==> src/rtl/ps2_pkg.sv <==
// Shared types and helpers for the PS/2 receive path: FSM states, frame size
// and the odd-parity test applied to each received byte.
package ps2_pkg;

    typedef enum logic [1:0] {
        IDLE  = 2'd0,
        SHIFT = 2'd1,
        CHECK = 2'd2
    } state_t;

    localparam int PS2_FRAME_BITS = 11;

    function automatic logic odd_parity_ok(input logic [7:0] data, input logic parity);
        return ^{data, parity};
    endfunction

endpackage

==> src/rtl/ps2_byte_fifo.sv <==
// Small synchronous FIFO for received scan-code bytes. The parent decides
// whether a push is allowed; this block stores whatever it is told to push.
module ps2_byte_fifo #(
    parameter int WIDTH = 8,
    parameter int DEPTH = 4
) (
    input  logic                     clk,
    input  logic                     reset,
    input  logic                     push,
    input  logic [WIDTH-1:0]         push_data,
    input  logic                     pop,
    output logic [WIDTH-1:0]         head,
    output logic [$clog2(DEPTH):0]   level,
    output logic                     full,
    output logic                     empty
);
    localparam int AW = $clog2(DEPTH);
    localparam int LW = AW + 1;

    logic [WIDTH-1:0] mem_q [DEPTH];
    logic [WIDTH-1:0] mem_d [DEPTH];
    logic [AW-1:0]    wr_ptr_q, wr_ptr_d;
    logic [AW-1:0]    rd_ptr_q, rd_ptr_d;
    logic [LW-1:0]    level_q, level_d;
    logic             pop_ok;

    assign empty  = (level_q == '0);
    assign full   = (level_q == LW'(DEPTH));
    assign head   = mem_q[rd_ptr_q];
    assign level  = level_q;
    assign pop_ok = pop & ~empty;

    // When full with push and pop together, the write lands in the slot being
    // vacated by the pop, which becomes the new tail once rd_ptr advances.
    always_comb begin
        mem_d    = mem_q;
        wr_ptr_d = wr_ptr_q;
        rd_ptr_d = rd_ptr_q;
        level_d  = level_q;
        if (push) begin
            mem_d[wr_ptr_q] = push_data;
            wr_ptr_d        = wr_ptr_q + AW'(1);
        end
        if (pop_ok) begin
            rd_ptr_d = rd_ptr_q + AW'(1);
        end
        case ({push, pop_ok})
            2'b10:   level_d = level_q + LW'(1);
            2'b01:   level_d = level_q - LW'(1);
            default: level_d = level_q;
        endcase
    end

    always_ff @(posedge clk) begin
        if (reset) begin
            for (int i = 0; i < DEPTH; i++) mem_q[i] <= '0;
            wr_ptr_q <= '0;
            rd_ptr_q <= '0;
            level_q  <= '0;
        end else begin
            mem_q    <= mem_d;
            wr_ptr_q <= wr_ptr_d;
            rd_ptr_q <= rd_ptr_d;
            level_q  <= level_d;
        end
    end

endmodule

==> src/rtl/ps2_rx_fifo.sv <==
// PS/2 device-to-host receiver: synchronise and filter ps2c, deframe and check
// 11-bit frames, abort stalled frames, and queue good bytes behind valid/ready.
module ps2_rx_fifo
    import ps2_pkg::*;
#(
    parameter int FILTER_LEN     = 8,
    parameter int TIMEOUT_CYCLES = 5000,
    parameter int FIFO_DEPTH     = 4,
    parameter int CHECK_PARITY   = 1
) (
    input  logic                          clk,
    input  logic                          reset,
    input  logic                          ps2c,
    input  logic                          ps2d,
    input  logic                          rx_en,
    output logic                          rx_valid,
    input  logic                          rx_ready,
    output logic [7:0]                    rx_data,
    output logic [$clog2(FIFO_DEPTH):0]   fifo_level,
    output logic                          parity_err,
    output logic                          frame_err,
    output logic                          timeout_err,
    output logic                          overflow_err
);
    localparam int WD_W = $clog2(TIMEOUT_CYCLES + 1);

    logic                  ps2c_meta_q, ps2c_meta_d, ps2c_sync_q, ps2c_sync_d;
    logic                  ps2d_meta_q, ps2d_meta_d, ps2d_sync_q, ps2d_sync_d;
    logic [FILTER_LEN-1:0] filt_sr_q, filt_sr_d;
    logic                  filt_val_q, filt_val_d;
    logic                  neg_edge;
    state_t                state_q, state_d;
    logic [3:0]            bit_cnt_q, bit_cnt_d;
    logic [9:0]            shreg_q, shreg_d;
    logic [WD_W-1:0]       wd_q, wd_d;
    logic                  parity_err_q, parity_err_d, frame_err_q, frame_err_d;
    logic                  timeout_err_q, timeout_err_d, overflow_err_q, overflow_err_d;
    logic                  push, pop, fifo_full, fifo_empty;

    assign rx_valid     = ~fifo_empty;
    assign pop          = rx_valid & rx_ready;
    assign parity_err   = parity_err_q;
    assign frame_err    = frame_err_q;
    assign timeout_err  = timeout_err_q;
    assign overflow_err = overflow_err_q;

    // The filter only changes value once the whole window agrees, so ps2c
    // glitches shorter than FILTER_LEN samples never produce an edge.
    always_comb begin
        ps2c_meta_d = ps2c;
        ps2c_sync_d = ps2c_meta_q;
        ps2d_meta_d = ps2d;
        ps2d_sync_d = ps2d_meta_q;
        filt_sr_d   = {filt_sr_q[FILTER_LEN-2:0], ps2c_sync_q};
        filt_val_d  = filt_val_q;
        if (&filt_sr_q) begin
            filt_val_d = 1'b1;
        end else if (~|filt_sr_q) begin
            filt_val_d = 1'b0;
        end
        neg_edge = filt_val_q & ~filt_val_d;
    end

    always_comb begin
        state_d        = state_q;
        bit_cnt_d      = bit_cnt_q;
        shreg_d        = shreg_q;
        wd_d           = wd_q;
        push           = 1'b0;
        parity_err_d   = 1'b0;
        frame_err_d    = 1'b0;
        timeout_err_d  = 1'b0;
        overflow_err_d = 1'b0;
        case (state_q)
            IDLE: begin
                wd_d = '0;
                if (neg_edge && rx_en && !ps2d_sync_q) begin
                    state_d   = SHIFT;
                    bit_cnt_d = 4'(PS2_FRAME_BITS - 1);
                end
            end
            SHIFT: begin
                if (neg_edge) begin
                    shreg_d   = {ps2d_sync_q, shreg_q[9:1]};
                    bit_cnt_d = bit_cnt_q - 4'd1;
                    wd_d      = '0;
                    if (bit_cnt_q == 4'd1) state_d = CHECK;
                end else if (wd_q == WD_W'(TIMEOUT_CYCLES - 1)) begin
                    timeout_err_d = 1'b1;
                    state_d       = IDLE;
                end else begin
                    wd_d = wd_q + WD_W'(1);
                end
            end
            CHECK: begin
                // shreg holds {stop, parity, data[7:0]} once all ten bits are in.
                state_d = IDLE;
                if (!shreg_q[9]) begin
                    frame_err_d = 1'b1;
                end else if (CHECK_PARITY != 0 && !odd_parity_ok(shreg_q[7:0], shreg_q[8])) begin
                    parity_err_d = 1'b1;
                end else if (fifo_full && !pop) begin
                    overflow_err_d = 1'b1;
                end else begin
                    push = 1'b1;
                end
            end
            default: state_d = IDLE;
        endcase
    end

    always_ff @(posedge clk) begin
        if (reset) begin
            ps2c_meta_q    <= 1'b1;
            ps2c_sync_q    <= 1'b1;
            ps2d_meta_q    <= 1'b1;
            ps2d_sync_q    <= 1'b1;
            filt_sr_q      <= '1;
            filt_val_q     <= 1'b1;
            state_q        <= IDLE;
            bit_cnt_q      <= '0;
            shreg_q        <= '0;
            wd_q           <= '0;
            parity_err_q   <= 1'b0;
            frame_err_q    <= 1'b0;
            timeout_err_q  <= 1'b0;
            overflow_err_q <= 1'b0;
        end else begin
            ps2c_meta_q    <= ps2c_meta_d;
            ps2c_sync_q    <= ps2c_sync_d;
            ps2d_meta_q    <= ps2d_meta_d;
            ps2d_sync_q    <= ps2d_sync_d;
            filt_sr_q      <= filt_sr_d;
            filt_val_q     <= filt_val_d;
            state_q        <= state_d;
            bit_cnt_q      <= bit_cnt_d;
            shreg_q        <= shreg_d;
            wd_q           <= wd_d;
            parity_err_q   <= parity_err_d;
            frame_err_q    <= frame_err_d;
            timeout_err_q  <= timeout_err_d;
            overflow_err_q <= overflow_err_d;
        end
    end

    ps2_byte_fifo #(
        .WIDTH(8),
        .DEPTH(FIFO_DEPTH)
    ) u_fifo (
        .clk      (clk),
        .reset    (reset),
        .push     (push),
        .push_data(shreg_q[7:0]),
        .pop      (pop),
        .head     (rx_data),
        .level    (fifo_level),
        .full     (fifo_full),
        .empty    (fifo_empty)
    );

endmodule
==> config.mk <==
export PLATFORM = sky130hd
export DESIGN_NAME = ps2_rx_fifo
export DESIGN_NICKNAME = d
export VERILOG_FILES = /design/src/rtl/ps2_pkg.sv /design/src/rtl/ps2_byte_fifo.sv /design/src/rtl/ps2_rx_fifo.sv
export SDC_FILE = /design/constraint.sdc
export NUM_CORES = 1
export LEC_CHECK = 0
export BUFFER_PORTS_ARGS = -buffer_cell sky130_fd_sc_hd__buf_4
export CAP_MARGIN = 40
export CELL_PAD_IN_SITES_DETAIL_PLACEMENT = 0
export CELL_PAD_IN_SITES_GLOBAL_PLACEMENT = 1
export CORE_MARGIN = 3
export CORE_UTILIZATION = 40
export CTS_BUF_LIST = sky130_fd_sc_hd__clkbuf_16
export DETAILED_ROUTE_END_ITERATION = 10
export PLACE_DENSITY = 0.76
export RECOVER_POWER = 50
export SLEW_MARGIN = 20
export SYNTH_ARGS = -nofsm -noshare
export SYNTH_HDL_FRONTEND = slang
export SYNTH_HIERARCHICAL = 1
export SYNTH_SLANG_ARGS = --single-unit
==> constraint.sdc <==
create_clock -name clk -period 5.63 [get_ports clk]
set_clock_uncertainty 0.2 [all_clocks]
set_input_delay 0.563 -clock clk [delete_from_list [all_inputs] [get_ports clk]]
set_output_delay 0.563 -clock clk [all_outputs]
set_load 0.02 [all_outputs]
==> results.py, run 1 <==
metrics = {
    "detailed_routing": {
        "ant_nets": 0,
        "firstDrtPassIters": 4,
        "drtIter0Drc": 130,
        "wl_per_cell_um": 15.05,
        "drc": 0,
        "wirelength_mm": 8.399,
        "vias": 2973,
        "via_per_inst": 5.328,
    },
    "critical_path": {
        "r2r_start": "shreg_q[4]",
        "critPathKind": "primary input to register",
        "crit_chain": "clkbuf_1, inv_1, a32o_1, a221o_1",
        "critPathCaptureType": "register",
        "timing.rr.end": "u_fifo/level[2]",
        "worst-path-buf-inv": 2,
        "path_max_fanout": 71,
        "cpLargestDelayFamily": "buffers and inverters",
        "critPathMaxStageDelay_ns": 2.07,
        "r2r_cells": 11,
        "worst_path_max_delay_cell": "clkbuf_1",
        "critical_path_depth": 4,
        "ff2ff_setup_slack_ns": 2.48,
        "startpoint_type": "primary input",
        "critPathRequiredTime_ns": 5.66,
        "critPathArrivalTime_ns": 3.91,
    },
    "sta": {
        "maxSlewViolCount": 72,
        "worst_pin_slew_ns": 2.984,
        "period_minus_slack_ns": 3.886,
        "rsz0062_at_grt": "no",
        "holdWs_ns": 0.2063,
        "fin_crit_sh_pct": 69.02,
        "fin_tns_setup_ns": 0,
        "maxSlewHeadroom_pct": -98.93,
        "finalHoldViolCount": 0,
        "setup_viol": 0,
        "finalWorstSetupSlack_ns": 1.744,
        "max_freq_mhz": 257.4,
    },
    "floorplan": {
        "dieHeight_um": 103.5,
        "ios": 22,
        "start_util_pct": 42.40,
        "placement_rows": 34,
        "die-area_um2": 10720,
        "die_x_um": 103.5,
        "core_area_um2": 8976,
    },
    "global_routing": {
        "antenna_found_initial": 0,
        "grt_max_degree": 72,
        "grt-ovfl-total": 0,
        "grt_usage_pct": 16.50,
        "first_global_vias": 2944,
        "grt_pass1_wl_mm": 14.59,
    },
    "pwr": {
        "seq_power_share_pct": 48.1,
        "combPwrFrac_pct": 1.1,
        "switching_share_pct": 20.58,
        "p_per_area_nw_per_um2": 290.8,
        "ir_worst_vdd_uv": 138.0,
        "p_clk_share_pct": 50.9,
        "p_int_mw": 0.9978,
        "power_mw": 1.256,
        "cellLeakagePower_nw": 1.482,
        "switchingPower_mw": 0.2585,
    },
    "final_layout": {
        "multiInputGateArea_um2": 1943,
        "ff_latch_area_um2": 1702,
        "drive_gt1_share_pct": 13.89,
        "fill_cells": 849,
        "antenna_cells": 0,
        "syn2layout_area_growth_pct": 13.51,
        "finalNetCount": 442,
    },
    "outcome": {
        "violations": "capacitance limit, slew limit",
        "status": "complete, but fails checks",
    },
    "clock_network": {
        "cts_hold_buf": 0,
        "htreeDepth": 3,
        "cts_buffers": 9,
        "cts_tree": "yes",
        "postCtsSetupRepairBufs": 0,
        "cts_resized": 0,
        "root_buffer": "clkbuf_16",
        "cts_buffer_depth": 2,
        "clk_latency_ns": 0.34,
        "clk_pin_slew_ns": 0.06,
        "cts_sinks": 85,
    },
    "synthesis": {
        "synth-seq-cells": 85,
        "synth_area_leaders": "dfxtp_1, a21oi_1, nand3_1, nand2_1, mux4_2",
        "synth_cells": 416,
        "yosysSeqAreaShare_pct": 44.71,
        "syn_avg_cell_area_um2": 9.149,
        "synth.largest_area_cell": "dfxtp_1",
        "yosysMostFrequentCell": "dfxtp_1",
        "synth_common_cells": "dfxtp_1, nand2_1, a21oi_1, nand3_1, nor2_1",
        "synth.cell_area_um2": 3806,
        "yosys.area.top_type_share_pct": 44.71,
        "synth-edff-count": 0,
        "ys_warn_count": 6,
        "syn_nets": 431,
        "synthArstFlopShare_pct": 0,
        "yosys_most_used_dff": "dfxtp_1",
        "synth_cell_types": 57,
    },
    "job": {
        "drv_cap": 1,
    },
    "place": {
        "pre_cts_slack_ns": 2.577,
        "dp_hpwl_mm": 5.458,
        "portBuffers": 21,
        "gp_congestion": 0.7716,
    },
    "hold_path": {
        "worst_hold_path.num_cells": 2,
        "hold_end": "ps2d_meta_q",
        "hold_path_class": "primary input to register",
        "hold_start": "ps2d",
    },
}
## layout make-up
type	count	area share, %
flip-flops and latches	85	39.39
clock inverters	7	2.259
clock buffers	9	5.213
multi-input cells	294	44.98
repair buffers	23	3.301
inverters	14	1.216
well taps	126	3.649
## state kept, by name, summed over array words and instances, names as in the netlist, 2 cells and up
name / count
u_fifo/level: 3
u_fifo/mem_q: 32
bit_cnt_q: 4
shreg_q: 10
state_q: 2
u_fifo/wr_ptr_q: 2
filt_sr_q: 8
u_fifo/rd_ptr_q: 2
wd_q: 13
## metal layers
| layer | up-vias | routed length (um) | track usage, % |
|---|---|---|---|
| li1 | 1496 | - | - |
| met1 | 1420 | 4095 | 22.65 |
| met2 | 47 | 3897 | 25.93 |
| met3 | 10 | 294 | 3.669 |
| met4 | 0 | 112 | 5.318 |
| met5 | - | 0 | 0 |
## power groups by stage
stage	Sequential [mW]	Clock [mW]	Combinational, mW
after floorplan	0.617	0	0.00856
after global placement	0.617	0	0.0134
after detailed placement	0.617	0	0.0135
after CTS	0.604	0.652	0.0135
after global routing	0.604	0.678	0.0148
final	0.604	0.639	0.0133
## layout by cell type, fill, tap and decap left out, types with 6 or more instances in the layout
cell type / n
nor2_1: 19
xnor2_1: 11
clkbuf_1: 8
nand2_1: 56
nand3_1: 46
inv_1: 14
or2_2: 12
dfxtp_1: 85
clkbuf_16: 9
nand4_1: 7
buf_4: 15
nor3_1: 6
a21oi_1: 47
ha_1: 8
## worst register-to-register path, cell delays in order (launching register included)
cell,delay (ns)
dfxtp_1,0.45
xor2_1,0.21
xnor3_1,0.46
xnor2_1,0.37
a211oi_4,0.06
inv_1,0.08
ha_1,0.18
inv_1,0.06
fa_1,0.38
xor2_1,0.16
or3_1,0.30
a21oi_1,0.14
## metrics by stage
| stage | cell area (um^2) | util [%] | cells |
|---|---|---|---|
| final | 4320 | 48.13 | 558 |
| after CTS | 4357 | 48.54 | 558 |
| after global routing | 4320 | 48.13 | 558 |
| after global placement | 4026 | 44.86 | 541 |
| after floorplan | 3806 | - | 416 |
| after detailed placement | 4034 | 44.94 | 542 |
## worst max-delay path by stage
stage                           from  slack, ns              end
final                          reset       1.74         wd_q[11]
after global routing           reset       1.39         wd_q[10]
after CTS                 shreg_q[4]       2.51  u_fifo/level[2]
after detailed placement  shreg_q[4]       2.58  u_fifo/level[2]
after global placement    shreg_q[3]       2.71  u_fifo/level[2]
after floorplan           shreg_q[4]       2.57  u_fifo/level[2]
## kinds of logic after synthesis
group,count (synthesis),synth area share [%]
adders and majority gates,9,3.156
AOI/OAI and AO/OA,74,11.90
DFF,85,44.71
and+or+nand+nor,181,25.18
buffers and inverters,37,4.405
muxes,13,6.378
xor gates and xnor gates,17,4.273
Note: power is estimated with default switching activity, not from simulation.
==> run 2, diff against run 1 <==
--- a/config.mk
+++ b/config.mk
@@ -13,7 +13,7 @@
 export CORE_UTILIZATION = 40
 export CTS_BUF_LIST = sky130_fd_sc_hd__clkbuf_16
 export DETAILED_ROUTE_END_ITERATION = 10
-export PLACE_DENSITY = 0.76
+export PLACE_DENSITY = 0.79
 export RECOVER_POWER = 50
 export SLEW_MARGIN = 20
 export SYNTH_ARGS = -nofsm -noshare
==> constraint.sdc (replaced) <==
create_clock -name clk -period 3.25 [get_ports clk]
set_clock_uncertainty 0.2 [all_clocks]
set_input_delay 0.325 -clock clk [delete_from_list [all_inputs] [get_ports clk]]
set_output_delay 0.325 -clock clk [all_outputs]
set_load 0.02 [all_outputs]
==> run 2 against run 1 <==
Effect of this change: final area fell by 0.96%; the run now ends clean; critical path type is now register to register; core utilization down 0.46 points; clock power grew 40%; highest routed layer unchanged; via count decreased by 1.4%; total power up 56%; first-iteration DRC count shrank 11%; clock-buffer cell count unchanged; global-route usage shrank 1.5 points; die area stayed put.
==> results.py, run 2 (synthesis results as in run 1) <==
metrics = {
    "global_routing": {
        "grt_max_degree": 72,
        "grt-ovfl-total": 0,
        "grt_pass1_wl_mm": 13.43,
        "grt_usage_pct": 14.98,
        "first_global_vias": 2825,
        "antenna_found_initial": 0,
    },
    "final_layout": {
        "antenna_cells": 0,
        "finalNetCount": 446,
        "final_cell_mix": "dfxtp_1, nand2_1, a21oi_1",
        "syn2layout_area_growth_pct": 12.43,
        "reg_top3": "u_fifo/mem_q (32), wd_q (13), shreg_q (10)",
        "layout_commonest_cell": "dfxtp_1",
        "largest_register_ffs": 32,
        "fill_cells": 848,
        "top_register": "u_fifo/mem_q",
        "fin_area_um2": 4279,
        "drive_gt1_share_pct": 13.30,
    },
    "clock_network": {
        "root_buffer": "clkbuf_16",
        "clk_latency_ns": 0.33,
        "postCtsSetupRepairBufs": 0,
        "htreeDepth": 3,
        "cts_buffer_depth": 2,
        "cts_hold_buf": 2,
        "cts_resized": 0,
        "cts_tree": "yes",
        "clk_pin_slew_ns": 0.06,
        "cts_sinks": 85,
        "cts_buffers": 9,
    },
    "pwr": {
        "p_per_area_nw_per_um2": 459.3,
        "cellLeakagePower_nw": 1.473,
        "ir_worst_vdd_uv": 234.7,
        "power_mw": 1.965,
    },
    "critical_path": {
        "worst_path_max_delay_cell": "dfxtp_1",
        "path_max_fanout": 7,
        "cpLargestDelayFamily": "XOR/XNOR gates",
        "worst-path-buf-inv": 2,
        "critPathCaptureType": "register",
        "critPathKind": "register to register",
        "critPathRequiredTime_ns": 3.28,
        "crit_chain": "xnor2_1, xnor3_1, xnor2_1, a211oi_4, inv_1, ha_1, inv_1, fa_1, xor2_1, or3_1, a21oi_1",
        "critPathMaxStageDelay_ns": 0.44,
        "startpoint_type": "register",
        "critPathArrivalTime_ns": 2.97,
    },
    "detailed_routing": {
        "via_per_inst": 5.214,
        "vias": 2930,
        "drc": 0,
        "firstDrtPassIters": 4,
        "ant_nets": 0,
        "wl_per_cell_um": 13.98,
        "wirelength_mm": 7.859,
        "met3_wirelength_um": 279,
        "wl_met2_mm": 3.720,
        "m1WireLength_mm": 3.819,
        "dr.max_layer_used": "met4",
        "drtIter0Drc": 116,
    },
    "sta": {
        "finalHoldViolCount": 0,
        "worst_pin_slew_ns": 1.368,
        "max_freq_mhz": 340.3,
        "rsz0062_at_grt": "no",
        "period_minus_slack_ns": 2.939,
        "maxSlewViolCount": 0,
        "fin_crit_sh_pct": 90.43,
        "fin_tns_setup_ns": 0,
        "setup_viol": 0,
        "maxSlewHeadroom_pct": 8.817,
    },
    "place": {
        "gp_congestion": 0.7889,
        "dp_hpwl_mm": 5.175,
        "portBuffers": 21,
        "placed_area_um2": 4049,
    },
    "floorplan": {
        "dieHeight_um": 103.5,
        "die-area_um2": 10720,
        "placement_rows": 34,
        "core_area_um2": 8976,
        "ios": 22,
        "die_x_um": 103.5,
        "start_util_pct": 42.40,
    },
    "job": {
        "drv_cap": 0,
    },
    "hold_path": {
        "hold_path_class": "primary input to register",
    },
    "outcome": {
        "status": "finished clean",
    },
}
run 2: cell types whose count changed in the layout (fill, tap and decap cells not counted), sizes merged:
cell         change
dlygate4sd3      +2
bufinv           -2
buf              +2
clkinv           +2
run 2: worst reg2reg max path, stage by stage, from the launching register on:
cell      delay, ns
dfxtp_1        0.44
xnor2_1        0.17
xnor3_1        0.34
xnor2_1        0.37
a211oi_4       0.05
inv_1          0.07
ha_1           0.17
inv_1          0.06
fa_1           0.37
xor2_1         0.16
or3_1          0.30
a21oi_1        0.14
run 2: worst paths after layout:
check | startpoint | to | slack (ns) | depth (start not counted)
max reg2reg | shreg_q[7] | u_fifo/level[2] | 0.31 | 11
min reg2reg | ps2c_meta_q | ps2c_sync_q | 0.21 | 1
max | shreg_q[7] | u_fifo/level[2] | 0.31 | 11
min | rx_ready | overflow_err | 0.20 | 4
run 2: metrics by stage:
stage	std cells	setup WS, ns	hold slack, ns	utilization, %
after global placement	544	0.3852	0.1944	45.11
after floorplan	416	0.1860	0.1895	-
after detailed placement	544	0.3260	0.1940	45.11
after CTS	562	0.3106	0.1987	48.23
final	562	0.3111	0.1970	47.67
after global routing	562	0.05608	0.2238	47.67
run 2: metal layers:
| metal | up-vias | track usage, % |
|---|---|---|
| met5 | - | 0 |
| met4 | 0 | 3.229 |
| met3 | 4 | 4.353 |
| met2 | 45 | 24.86 |
| met1 | 1384 | 19.48 |
| li1 | 1497 | - |
run 2: cell type report:
type                       count  area [um^2]  share of cell area [%]
sequential                    85         1702                   39.77
clock inverter                 7        35.03                  0.8187
tap                          126        157.7                   3.684
multi-input combinational    294         1928                   45.06
clock buffer                   9        225.2                   5.263
inverter                      14        52.55                   1.228
timing repair buffer          27        178.9                   4.181
run 2: report_power, final:
part           total [mW]  switching, mW  internal (mW)
logic              0.0242         0.0159        0.00835
clock network       0.895          0.390          0.505
registers            1.05        0.00121           1.04
total                1.97          0.407           1.56
